File: src/rtl/encoder_4x2.sv
// MSB-priority 4-to-2 encoder with a registered result.
// Also keeps a saturating count of zero/multi-hot samples.
module encoder_4x2 #(
    parameter int CNT_W = 8
) (
    input  logic             clk,
    input  logic             rst_n,
    input  logic [3:0]       d,
    output logic [1:0]       a,
    output logic             valid,
    output logic             multi,
    output logic [1:0]       a_q,
    output logic             valid_q,
    output logic [CNT_W-1:0] err_cnt
);

    logic [1:0]       a_q_d;
    logic             valid_q_d;
    logic [CNT_W-1:0] err_cnt_d;
    logic [CNT_W-1:0] err_cnt_q;
    logic             bad_code;

    // Highest set bit wins when more than one request is raised.
    always_comb begin
        a = 2'b00;
        priority case (1'b1)
            d[3]:    a = 2'b11;
            d[2]:    a = 2'b10;
            d[1]:    a = 2'b01;
            default: a = 2'b00;
        endcase
    end

    assign valid    = |d;
    assign multi    = ($countones(d) > 1);
    assign bad_code = ~valid | multi;

    always_comb begin
        a_q_d     = a;
        valid_q_d = valid;
        err_cnt_d = err_cnt_q;
        if (bad_code && (err_cnt_q != '1)) begin
            err_cnt_d = err_cnt_q + {{(CNT_W-1){1'b0}}, 1'b1};
        end
    end

    always_ff @(posedge clk or negedge rst_n) begin
        if (!rst_n) begin
            a_q       <= 2'b00;
            valid_q   <= 1'b0;
            err_cnt_q <= '0;
        end else begin
            a_q       <= a_q_d;
            valid_q   <= valid_q_d;
            err_cnt_q <= err_cnt_d;
        end
    end

    assign err_cnt = err_cnt_q;

endmodule

File: config.mk
export PLATFORM = sky130hd
export DESIGN_NAME = encoder_4x2
export DESIGN_NICKNAME = d
export VERILOG_FILES = /design/src/rtl/encoder_4x2.sv
export SDC_FILE = /design/constraint.sdc
export NUM_CORES = 1
export LEC_CHECK = 0
export ABC_AREA = 1
export ABC_CLOCK_PERIOD_IN_PS = 1700
export CAP_MARGIN = 15
export CORE_MARGIN = 4
export CORE_UTILIZATION = 45
export CTS_CLUSTER_DIAMETER = 200
export CTS_CLUSTER_SIZE = 20
export DETAILED_ROUTE_END_ITERATION = 10
export PLACE_DENSITY = 0.77
export SETUP_SLACK_MARGIN = 0.15
export SYNTH_ARGS = -nofsm -noshare
export SYNTH_HDL_FRONTEND = slang
export SYNTH_SLANG_ARGS = --single-unit
File: constraint.sdc
create_clock -name clk -period 1.7 [get_ports clk]
set_clock_uncertainty 0.15 [all_clocks]
set_input_delay 0.255 -clock clk [delete_from_list [all_inputs] [get_ports clk]]
set_output_delay 0.255 -clock clk [all_outputs]
set_load 0.02 [all_outputs]
==> results of run 1 <==
==> cells in the final DEF, fill, tap and decap left out, drive strengths merged <==
cell,Yosys,final
nor2,8,8
fa,1,1
nand3,10,10
buf,0,21
inv,14,14
dfrtp,11,11
clkdlybuf4s50,0,2
nand2,42,42
o21ai,3,3
dlygate4sd2,0,11
xor2,1,1
nand4,1,1
ha,2,2
clkbuf,0,4
==> flip-flops by register name, summed over array words and instances (netlist names) <==
signal,flops
valid_q,1
a_q,2
err_cnt,8
==> metrics by stage <==
stage	hold slack, ns	TNS, ns	util [%]	cells
2_1_floorplan	-0.191	0	-	93
3_3_place_gp	0.381	-5.38	72.8	139
3_5_place_dp	0.397	-5.94	72.8	139
4_1_cts	0.168	0	73.4	145
5_1_grt	0.180	0	80.0	146
6_report	0.160	0	80.0	146
==> layer usage <==
layer  track usage, %  vias up  part of all wire [%]
met3             5.36        9                   8.3
met2             36.1       40                    52
met4             8.84        0                   3.5
met5                0        -                     0
li1                 -      362                     -
met1             20.7      326                    37
==> Yosys cell counts <==
master	number	share of area, %
dfrtp_1	11	39
fa_1	1	2.9
ha_1	2	3.6
inv_1	12	6.5
inv_2	2	1.1
nand2_1	39	21
nand2_2	1	0.90
nand2_4	1	1.6
nand2_8	1	2.9
nand3_1	7	5.0
nand3_2	2	2.9
nand3_4	1	2.5
nand4_1	1	0.90
nor2_1	7	3.8
nor2_4	1	1.6
o21ai_0	2	1.4
o21ai_1	1	0.72
xor2_1	1	1.3
==> final cells by class <==
| cell class | instances | area, um^2 |
|---|---|---|
| Sequential cell | 11 | 278 |
| Tap cell | 15 | 18.8 |
| Multi-Input combinational cell | 68 | 434 |
| Clock buffer | 4 | 26.3 |
| Timing Repair Buffer | 34 | 292 |
| Fill cell | 99 | 277 |
| Inverter | 14 | 57.6 |
==> cells by family (layout without fill, tap and decap cells) <==
group           count (synthesis)  count (layout)  share of synthesized area, %
compound gates                  3               3                          2.15
simple gates                   61              61                          43.1
fa+ha+maj                       3               3                          6.46
buf+inv                        14              52                          7.54
flops                          11              11                          39.5
xor+xnor                        1               1                          1.26
==> timing repair <==
action                                  in CTS  in global routing
hold buffers                                 0                  0
resized for setup                           46                 26
endpoints found under the setup margin      23                 10
buffers inserted                             2                  1
pin swaps                                    3                  9
==> worst max-delay path: cells and delay by family <==
family / cells / cell delay [ns]
adders and majority gates: 1 / 0.53
and+or+nand+nor: 2 / 0.16
buffers and inverters: 4 / 0.29
==> worst paths after layout <==
path / slack [ns] / depth (start not counted) / startpoint / end
setup / recovery: 0.06 / 7 / d[1] / multi
hold / removal: 0.16 / 1 / rst_n / a_q[0]
setup reg to reg: 0.17 / 7 / err_cnt[0] / err_cnt[5]
hold reg to reg: 0.41 / 2 / err_cnt[7] / err_cnt[7]
max in group asynchronous: 0.88 / 1 / rst_n / err_cnt[0]
min in group clk: 0.30 / 5 / d[3] / valid_q
==> power groups by stage <==
stage / clock (uW) / combinational [uW] / sequential (uW)
CTS: 195 / 557 / 400
global route: 204 / 683 / 440
floorplan: 0 / 221 / 503
global placement: 0 / 587 / 401
detailed placement: 0 / 596 / 406
finish: 190 / 625 / 429
==> impl.org, run 1 <==
** CTS
- No sink is reached through more buffers than the 2 on the longest clock path.
- TritonCTS built the clock tree.
- Number of buffers created by CTS :: 3
- Clock sink count :: 11
- H-tree depth :: 1
- Clock-pin slew was measured on the worst setup and hold paths at 0.08 ns.
- Clock insertion delay at the later pin of the skew report :: 0.28 ns
- The tree is rooted in a clkbuf_4.

** Power and ir drop
- Relative contribution of sequential cells to total power :: between 30% and 40%
- Proportion of power drawn by the clock network :: 15.3%
- Leakage power :: 0.000609 uW
- PD cells :: around 1100 nW/um^2
- Combinational logic is responsible for 50.2% of the overall power.
- Switching power of the nets :: 560 uW
- IR analysis of the VDD net gives a maximum drop of 0.000906 V.
- Cell internal power dissipation :: a little under 700 uW
- Net Sw Frac :: approximately 45%
- Post-layout power :: about 1200 uW

** Timing
- Max Freq :: about 610 MHz
- Setup violations remaining at the end of the flow were counted as 0.
- Setup repair after global routing could not meet its margin everywhere.
- In this run the tightest slew margin relative to its limit is 66.3%.
- Share of the cycle needed by the critical path after routing :: a little over nine tenths
- At the pin with the least slew margin, the transition time is around 0.50 ns.
- Setup slack on the critical path of the routed design comes to around 0.063 ns.
- Minimum period implied by the final worst setup slack :: approximately 1.6 ns
- Max-slew violation count :: 0
- Hold violation count in the final report :: 0

** Logic synthesis
- The share of the Yosys chip area taken by registers is about 40%.
- The mapped netlist covers about 700 um^2.
- The synthesized design contains 11 register bits.
- Number of library cell types mapped by synthesis :: 18
- Synthesis produced a netlist with a net count of ~100.
- Average footprint of a synthesized cell :: between 7 and 8 um^2
- Number of instances in the synthesized netlist :: 93
- For this run, the number of Yosys warnings is 0.

** Setup path
- Library cell appearing most often on the critical path :: buf_6
- Ordered cell list for the critical path :: buf_6, inv_4, fa_1, inv_1, nand2_2, nand2_4, buf_6
- In this run the worst path has a maximum fanout of 2.
- Longest individual stage delay on the worst path :: 0.53 ns
- Data arrival time of the critical path :: between 1 and 1.5 ns
- Required time of the critical path :: approximately 1.3 ns
- Sort of element at the end of the critical path :: primary output
- The critical path is of the input port to primary output type.
- STA classifies the critical path startpoint as an input port.
- For this design, the slowest cell found on the critical path is fa_1.

** Routing
- The first detailed-routing pass ran for 4 iterations.
- For this run, design rule violations remaining after detail routing come to 0.
- After detailed routing, the average wire length per cell comes to 13.7 um.
- The final layout contains routed wiring with a total length of ~2000 um.
- The detailed router placed between 700 and 800 vias in this run.
- After detailed routing, the number of vias per cell comes to 5.05.
- Antenna violation net count after detailed routing :: 0
- After the first detailed-routing iteration, the DRC count stood at 18.

** Global route
- Global routing finished with a remaining overflow of 0.
- Global routing used 19.8% of the available tracks.
- The initial antenna violation count is 0.
- Entering global routing, the biggest net connects 12 pins.
- Global-route wire length before repair :: 3000 um
- Vias in the first global route :: around 680

** Floorplan
- Initial standard-cell utilization of the core :: 50.4%
- The die is 47.4 um wide.
- Std cell rows :: 13
- Core region area :: between 1000 and 1500 um^2
- The die covers around 2200 um^2.
- Die Span Y :: about 47 um
- During I/O placement, the number of pins put on the boundary was 21.

** Placement
- Cell Area, Placed :: between 1000 and 1500 um^2
- OpenSTA, run right after detailed placement, puts the worst setup slack at -0.786 ns.
- Input/output buffers :: 20
- DPL Wire Length :: about 1300 um
- Routability-driven placement finished with a final weighted congestion of 0.761.

** Final layout
- Ant. Diodes :: 0
- Cells with a size suffix above 1 make up slightly above 40% of the layout.
- Once layout is done, the placed cells without fillers occupy ~1100 um^2.
- Final net count :: around 140
- Area growth from synthesis to layout :: 58.7%

** Min path
- Tightest Hold Check Type :: input port to async pin

** Outcome
- The run finished with clean final reports.

** Job
- Max-cap check violation count :: 0
Note: power is estimated with default switching activity, not from simulation.
==> run 2: changes to the inputs <==
--- a/config.mk
+++ b/config.mk
@@ -13,6 +13,7 @@
 export CTS_CLUSTER_DIAMETER = 200
 export CTS_CLUSTER_SIZE = 20
 export DETAILED_ROUTE_END_ITERATION = 10
+export HOLD_SLACK_MARGIN = 0.03
 export PLACE_DENSITY = 0.77
 export SETUP_SLACK_MARGIN = 0.15
 export SYNTH_ARGS = -nofsm -noshare
==> results of run 2 <==
Final layout, timing and power as in run 1 (identical DEF).
